**config.mk**
```make
export PLATFORM = sky130hd
export DESIGN_NAME = mul_acc_frame
export DESIGN_NICKNAME = d
export VERILOG_FILES = /design/src/rtl/mul_acc_frame.sv
export SDC_FILE = /design/constraint.sdc
export NUM_CORES = 1
export LEC_CHECK = 0
export BUFFER_PORTS_ARGS = -buffer_cell sky130_fd_sc_hd__buf_2
export CORE_MARGIN = 5
export CORE_UTILIZATION = 57
export DETAILED_ROUTE_END_ITERATION = 16
export MAX_ROUTING_LAYER = met4
export PLACE_DENSITY = 0.91
export SLEW_MARGIN = 40
export SYNTH_ARGS = -nofsm -noshare
export SYNTH_HDL_FRONTEND = slang
export SYNTH_SLANG_ARGS = --single-unit
```
**constraint.sdc**
```tcl
create_clock -name clk -period 7.3 [get_ports clk]
set_clock_uncertainty 0.05 [all_clocks]
set_input_delay 2.19 -clock clk [delete_from_list [all_inputs] [get_ports clk]]
set_output_delay 2.19 -clock clk [all_outputs]
set_load 0.02 [all_outputs]
```
**src/rtl/mul_acc_frame.sv**
```systemverilog
// rtl/mul_acc_frame.sv - frame accumulator for the 8-bit product stream; MAC_OVF_EN adds saturation and acc_ovf
module mul_acc_frame #(
    parameter int LEN   = 4,
    parameter int ACC_W = 10,
    parameter int CNT_W = 3
) (
    input  logic             clk,
    input  logic             rst,
    input  logic [7:0]       prod,
    input  logic             prod_valid,
    input  logic             prod_last,
    output logic             prod_ready,
    output logic [ACC_W-1:0] acc_out,
    output logic [CNT_W-1:0] acc_cnt,
    output logic             out_valid,
    input  logic             out_ready
`ifdef MAC_OVF_EN
    ,
    output logic             acc_ovf
`endif
);

    typedef enum logic {S_ACCUM, S_HOLD} state_t;

    state_t           r_state;
    state_t           w_next;
    logic [ACC_W-1:0] r_acc;
    logic [CNT_W-1:0] r_cnt;
    logic [ACC_W-1:0] r_acc_out;
    logic [CNT_W-1:0] r_acc_cnt;
    logic             w_xfer;
    logic             w_end;
    logic [ACC_W-1:0] w_acc_nxt;

    assign w_xfer = prod_valid && (r_state == S_ACCUM);
    assign w_end  = w_xfer && (prod_last || (r_cnt == CNT_W'(LEN - 1)));

`ifdef MAC_OVF_EN
    logic             r_ovf;
    logic             r_acc_ovf;
    logic [ACC_W:0]   w_sum;
    logic             w_ovf_nxt;

    // once a carry has been seen the sum is pinned at all-ones for the rest of the frame
    assign w_sum     = {1'b0, r_acc} + (ACC_W + 1)'(prod);
    assign w_ovf_nxt = r_ovf | w_sum[ACC_W];
    assign w_acc_nxt = w_ovf_nxt ? {ACC_W{1'b1}} : w_sum[ACC_W-1:0];
    assign acc_ovf   = r_acc_ovf;

    always_ff @(posedge clk) begin
        if (rst) begin
            r_ovf     <= 1'b0;
            r_acc_ovf <= 1'b0;
        end else if (w_end) begin
            r_ovf     <= 1'b0;
            r_acc_ovf <= w_ovf_nxt;
        end else if (w_xfer) begin
            r_ovf     <= w_ovf_nxt;
        end
    end
`else
    assign w_acc_nxt = r_acc + ACC_W'(prod);
`endif

    always_ff @(posedge clk) begin
        if (rst) begin
            r_state <= S_ACCUM;
        end else begin
            r_state <= w_next;
        end
    end

    always_comb begin
        w_next = r_state;
        case (r_state)
            S_ACCUM: if (w_end) w_next = S_HOLD;
            S_HOLD:  if (out_ready) w_next = S_ACCUM;
            default: w_next = S_ACCUM;
        endcase
    end

    // handshake outputs come from the state register only, never from out_ready
    always_comb begin
        prod_ready = 1'b0;
        out_valid  = 1'b0;
        case (r_state)
            S_ACCUM: prod_ready = 1'b1;
            S_HOLD:  out_valid  = 1'b1;
            default: ;
        endcase
    end

    always_ff @(posedge clk) begin
        if (rst) begin
            r_acc     <= '0;
            r_cnt     <= '0;
            r_acc_out <= '0;
            r_acc_cnt <= '0;
        end else if (w_end) begin
            r_acc_out <= w_acc_nxt;
            r_acc_cnt <= r_cnt + 1'b1;
            r_acc     <= '0;
            r_cnt     <= '0;
        end else if (w_xfer) begin
            r_acc     <= w_acc_nxt;
            r_cnt     <= r_cnt + 1'b1;
        end
    end

    assign acc_out = r_acc_out;
    assign acc_cnt = r_acc_cnt;

endmodule

```
==> results <==
- For this design the ratio of total power to cell area is 197 nW/µm².
- Synthesis produced 168 cells.
- Clock-pin slew was measured on the worst setup and hold paths at 0.15 ns.
- After clock tree synthesis, the flow added hold-fix buffers numbering 0.
- The final number of setup-violating endpoints is 0.
- The clock root buffer is sky130_fd_sc_hd__clkbuf_4.
- The combined area of the multi-input logic cells is 791 µm².
- The type of element capturing the critical path is a flop.
- The worst-case setup slack after placement is 3.20 ns.
- The register cell area after layout is 541 µm².
- The number of global-route vias before repair is 1,321.
- STA puts the critical path data required time at 7.53 ns.
- The cell family with the largest share of critical-path delay is simple AND/OR/NAND/NOR gates.
- Input and output buffers added on the ports amount to 27.
- The minimum clock period is 3.81 ns.
- The run finished with clean final reports.
- The total core area is 2280 µm².
- The startpoint type of the worst setup path is an input port.
- The relative max-transition margin is 57.4%.
- The leakage power of the design is 0.675 nW.
- The critical path goes through buf_2 > ha_1 > inv_1 > fa_1 > nand2b_1 > a21oi_1 > a21boi_0 > or4_1 > nand3_1.
- The synthesized-area fraction occupied by and/or/nand/nor cells is 25.6%.
- The sum of overflow across all layers after global routing is 0.
- The clock drives 27 sinks.
- The number of buffers and inverters on the critical path is 2.
- The max-slew violation count is 0.
- Cells with a size suffix above 1 make up 18.2% of the layout.
- Summing over every cut layer, the via total after detailed routing is 1,319.
- The full die area is 3530 µm².
- The number of gates resized after CTS was 0.
- In the final routed layout, each cell accounts on average for 15.1 µm.
- The number of hold violations in the final report is 0.
- In this run the number of H-tree levels came out at 1.
- The number of buffers inserted to repair setup after CTS is 0.
- Entering global routing, the biggest net connects 23 pins.
- The count of nets left with antenna violations once routing finished came out at 0.
- The floorplan step set the die width to 59.4 µm.
- Dividing the detail-routed via count by the number of cells gives 6.00.
- The largest voltage drop on the vdd net is 182 µV.
- The final hold slack is 0.415 ns.
- The wire length of the first global-routing pass is 5660 µm.
- TritonCTS built the clock tree.
- After detailed routing, the total wire length is 3320 µm.
- Yosys mapped a number of flops with a built-in enable equal to 0.
- 28 I/O pins were placed.
- The net total in the final layout is 217.
- The maximum count of clock buffers along a single path is 2.
- In the final timing run, aggregate negative setup slack is 0 ns.
- The maximum fanout along the worst path is 4.
- The tightest min-delay check is of the flop to flop type.
- The number of clock buffers added by TritonCTS is 3.
- For this run, the detailed router's first-pass iteration total came to 4.
- The share of synthesized flip-flops with an asynchronous set or reset is 0%.
- The maximum single-stage delay on the critical path is 0.46 ns.
- The data arrival time of the worst path is 4.04 ns.
- Including well taps, the total number of placed cells is 216.
- The sequential area share after synthesis is 38.9%.
- The mean area per synthesized cell is 8.27 µm².
- The first routing iteration left 70 violations.
- The ratio of final minimum period to clock period is 52.2%.
- The number of distinct library cell variants in the gate-level netlist after synthesis is 31.
- The slew at the pin with the worst max-slew slack is 0.638 ns.
- The count of warnings emitted by yosys is 0.
- The synthesized netlist devotes 17.1% of its cell area to compound gates.
- Among all flip-flop cells after synthesis, the most frequent one is sky130_fd_sc_hd__dfxtp_1.
- The final antenna diode count is 0.
- The post-synth design cell area is 1390 µm².
- For this run, design rule violations remaining after detail routing come to 0.
- The worst-skew pair later-pin latency is 0.33 ns.
- After synthesis the netlist holds a flip-flop and latch count of 27.
- The critical path's slowest cell is sky130_fd_sc_hd__or4_1.
- Measured along the y axis, the die boundary spans 59.4 µm.
- Timing would allow up to 262 MHz.
- In the post-synthesis netlist, the biggest area contributors are sky130_fd_sc_hd__dfxtp_1 39%, sky130_fd_sc_hd__ha_1 9.0%, sky130_fd_sc_hd__nand2_1 7.6%.
- The total of max-cap violations is 0.
- Summed over all nets, the half-perimeter wirelength after detailed placement is 2430 µm.
- When the netlist entered floorplanning its net count stood at 192.
- Summing the areas of all xor and xnor instances in the mapped netlist gives 3.78% of the synthesized area.
- The initial standard-cell utilization of the core is 61.1%.
- After filler insertion, the fill cell instance count of the layout stands at 191.
- The area added between synthesis and finish is 12.3%.
- sky130_fd_sc_hd__dfxtp_1 takes more of the synthesized area than any other cell.
- The type of the worst setup path is input port to flop.
- The worst setup slack after layout is 3.49 ns.
- The number of antenna violations at the first check in global routing is 0.
- The share of the synthesized area in the top cell type is 38.9%.
- At the end of routability-driven placement, the weighted congestion stood at 0.876.
- The fraction of the mapped netlist area in adder cells is 10.4%.
- After floorplanning, the core was divided into 17 placement rows.
- Measured against the total synthesized area, the mux share comes to 0%.
- Setup repair after global routing left no endpoint under its margin.
- The total track usage is 21.3%.
- The non-filler instance count after layout is 220.
- The largest family of logic cells by synthesized area is simple AND/OR/NAND/NOR gates.
## per-layer routing
metal	vias to the layer above	part of all wire (%)	global-route usage, %
li1	637	-	-
met1	618	40	25.3
met2	52	52	36.2
met3	12	5.5	2.18
met4	0	2.8	9.39
met5	-	0	-
## cell usage after synthesis, types with 2 or more instances
master	count
sky130_fd_sc_hd__buf_2	2
sky130_fd_sc_hd__xnor2_1	4
sky130_fd_sc_hd__o21ai_2	2
sky130_fd_sc_hd__nand2b_1	2
sky130_fd_sc_hd__a21oi_1	20
sky130_fd_sc_hd__a211oi_1	7
sky130_fd_sc_hd__dfxtp_1	27
sky130_fd_sc_hd__nand2_1	28
sky130_fd_sc_hd__xor2_1	2
sky130_fd_sc_hd__nand3b_1	3
sky130_fd_sc_hd__o21ai_0	3
sky130_fd_sc_hd__a21o_1	2
sky130_fd_sc_hd__o211ai_1	2
sky130_fd_sc_hd__nor2_1	12
sky130_fd_sc_hd__nand4_1	3
sky130_fd_sc_hd__ha_1	10
sky130_fd_sc_hd__or2b_1	2
sky130_fd_sc_hd__nand3_1	8
sky130_fd_sc_hd__nand4b_1	3
sky130_fd_sc_hd__inv_1	6
sky130_fd_sc_hd__clkbuf_1	5
sky130_fd_sc_hd__or4_1	6
## worst reg2reg max path, delay by kind of cell (launching register included)
family	cells	cell delay (ns)
and+or+nand+nor	3	1.12
AOI/OAI and AO/OA	1	0.47
adders and majority gates	2	0.45
DFF	1	0.37
## state kept, by name, summed over array words and instances (netlist names)
signal / count
r_cnt: 3
acc_out: 10
r_acc: 10
r_state: 1
acc_cnt: 3
## layout make-up
class | instances | share of cell area, %
inverters | 6 | 1.44
repair buffers | 28 | 9.13
clock buffers | 3 | 1.44
well taps | 28 | 2.24
flip-flops and latches | 27 | 34.6
clock inverters | 1 | 0.481
multi-input cells | 127 | 50.6
## final timing paths
path	start	to	slack, ns	cells past startpoint
max	prod[0]	acc_out[6]$_SDFFE_PP0P_	3.49	9
min	r_acc[5]$_SDFFE_PP0P_	r_acc[5]$_SDFFE_PP0P_	0.42	2
max reg2reg	r_cnt[0]$_SDFFE_PP0P_	r_acc[6]$_SDFFE_PP0P_	4.80	6
min reg2reg	r_acc[5]$_SDFFE_PP0P_	r_acc[5]$_SDFFE_PP0P_	0.42	2
## power breakdown
part / switching (W) / internal [W] / total (W) / leakage, nW
Sequential: 0.00000628 / 0.000158 / 0.000164 / 0.221
Combinational: 0.0000484 / 0.0000288 / 0.0000772 / 0.441
Clock: 0.0000460 / 0.0000210 / 0.0000669 / 0.0139
Total: 0.000101 / 0.000207 / 0.000308 / 0.675
## stage by stage
stage,area (µm²),util (%),total power (W)
6_report,1560,68.6,0.000308
3_5_place_dp,1530,67.3,0.000243
5_1_grt,1560,68.6,0.000327
4_1_cts,1560,68.6,0.000309
3_3_place_gp,1530,67.3,0.000240
2_1_floorplan,1390,-,0.000222
## logic make-up (layout without fill, tap and decap cells)
family | after synthesis | count (layout)
DFF | 27 | 27
and+or+nand+nor | 71 | 71
buffers and inverters | 14 | 38
adders and majority gates | 11 | 11
AOI/OAI and AO/OA | 39 | 39
xor gates and xnor gates | 6 | 6
## layout by cell type (no fill, tap or decap), drive strengths merged
cell      count
nand2        28
buf          28
dfxtp        27
a21oi        20
nor2         13
ha           10
nand3         8
a211oi        7
inv           6
or4           6
o21ai         5
xnor2         4
nand4         3
nand4b        3
nand3b        3
clkbuf        3
nand2b        2
or2b          2
o211ai        2
a21o          2
xor2          2
nor2b         1
a31oi         1
and2          1
a21boi        1
or3           1
a2bb2oi       1
fa            1
clkinvlp      1
Power figures use the tool's default switching activity.
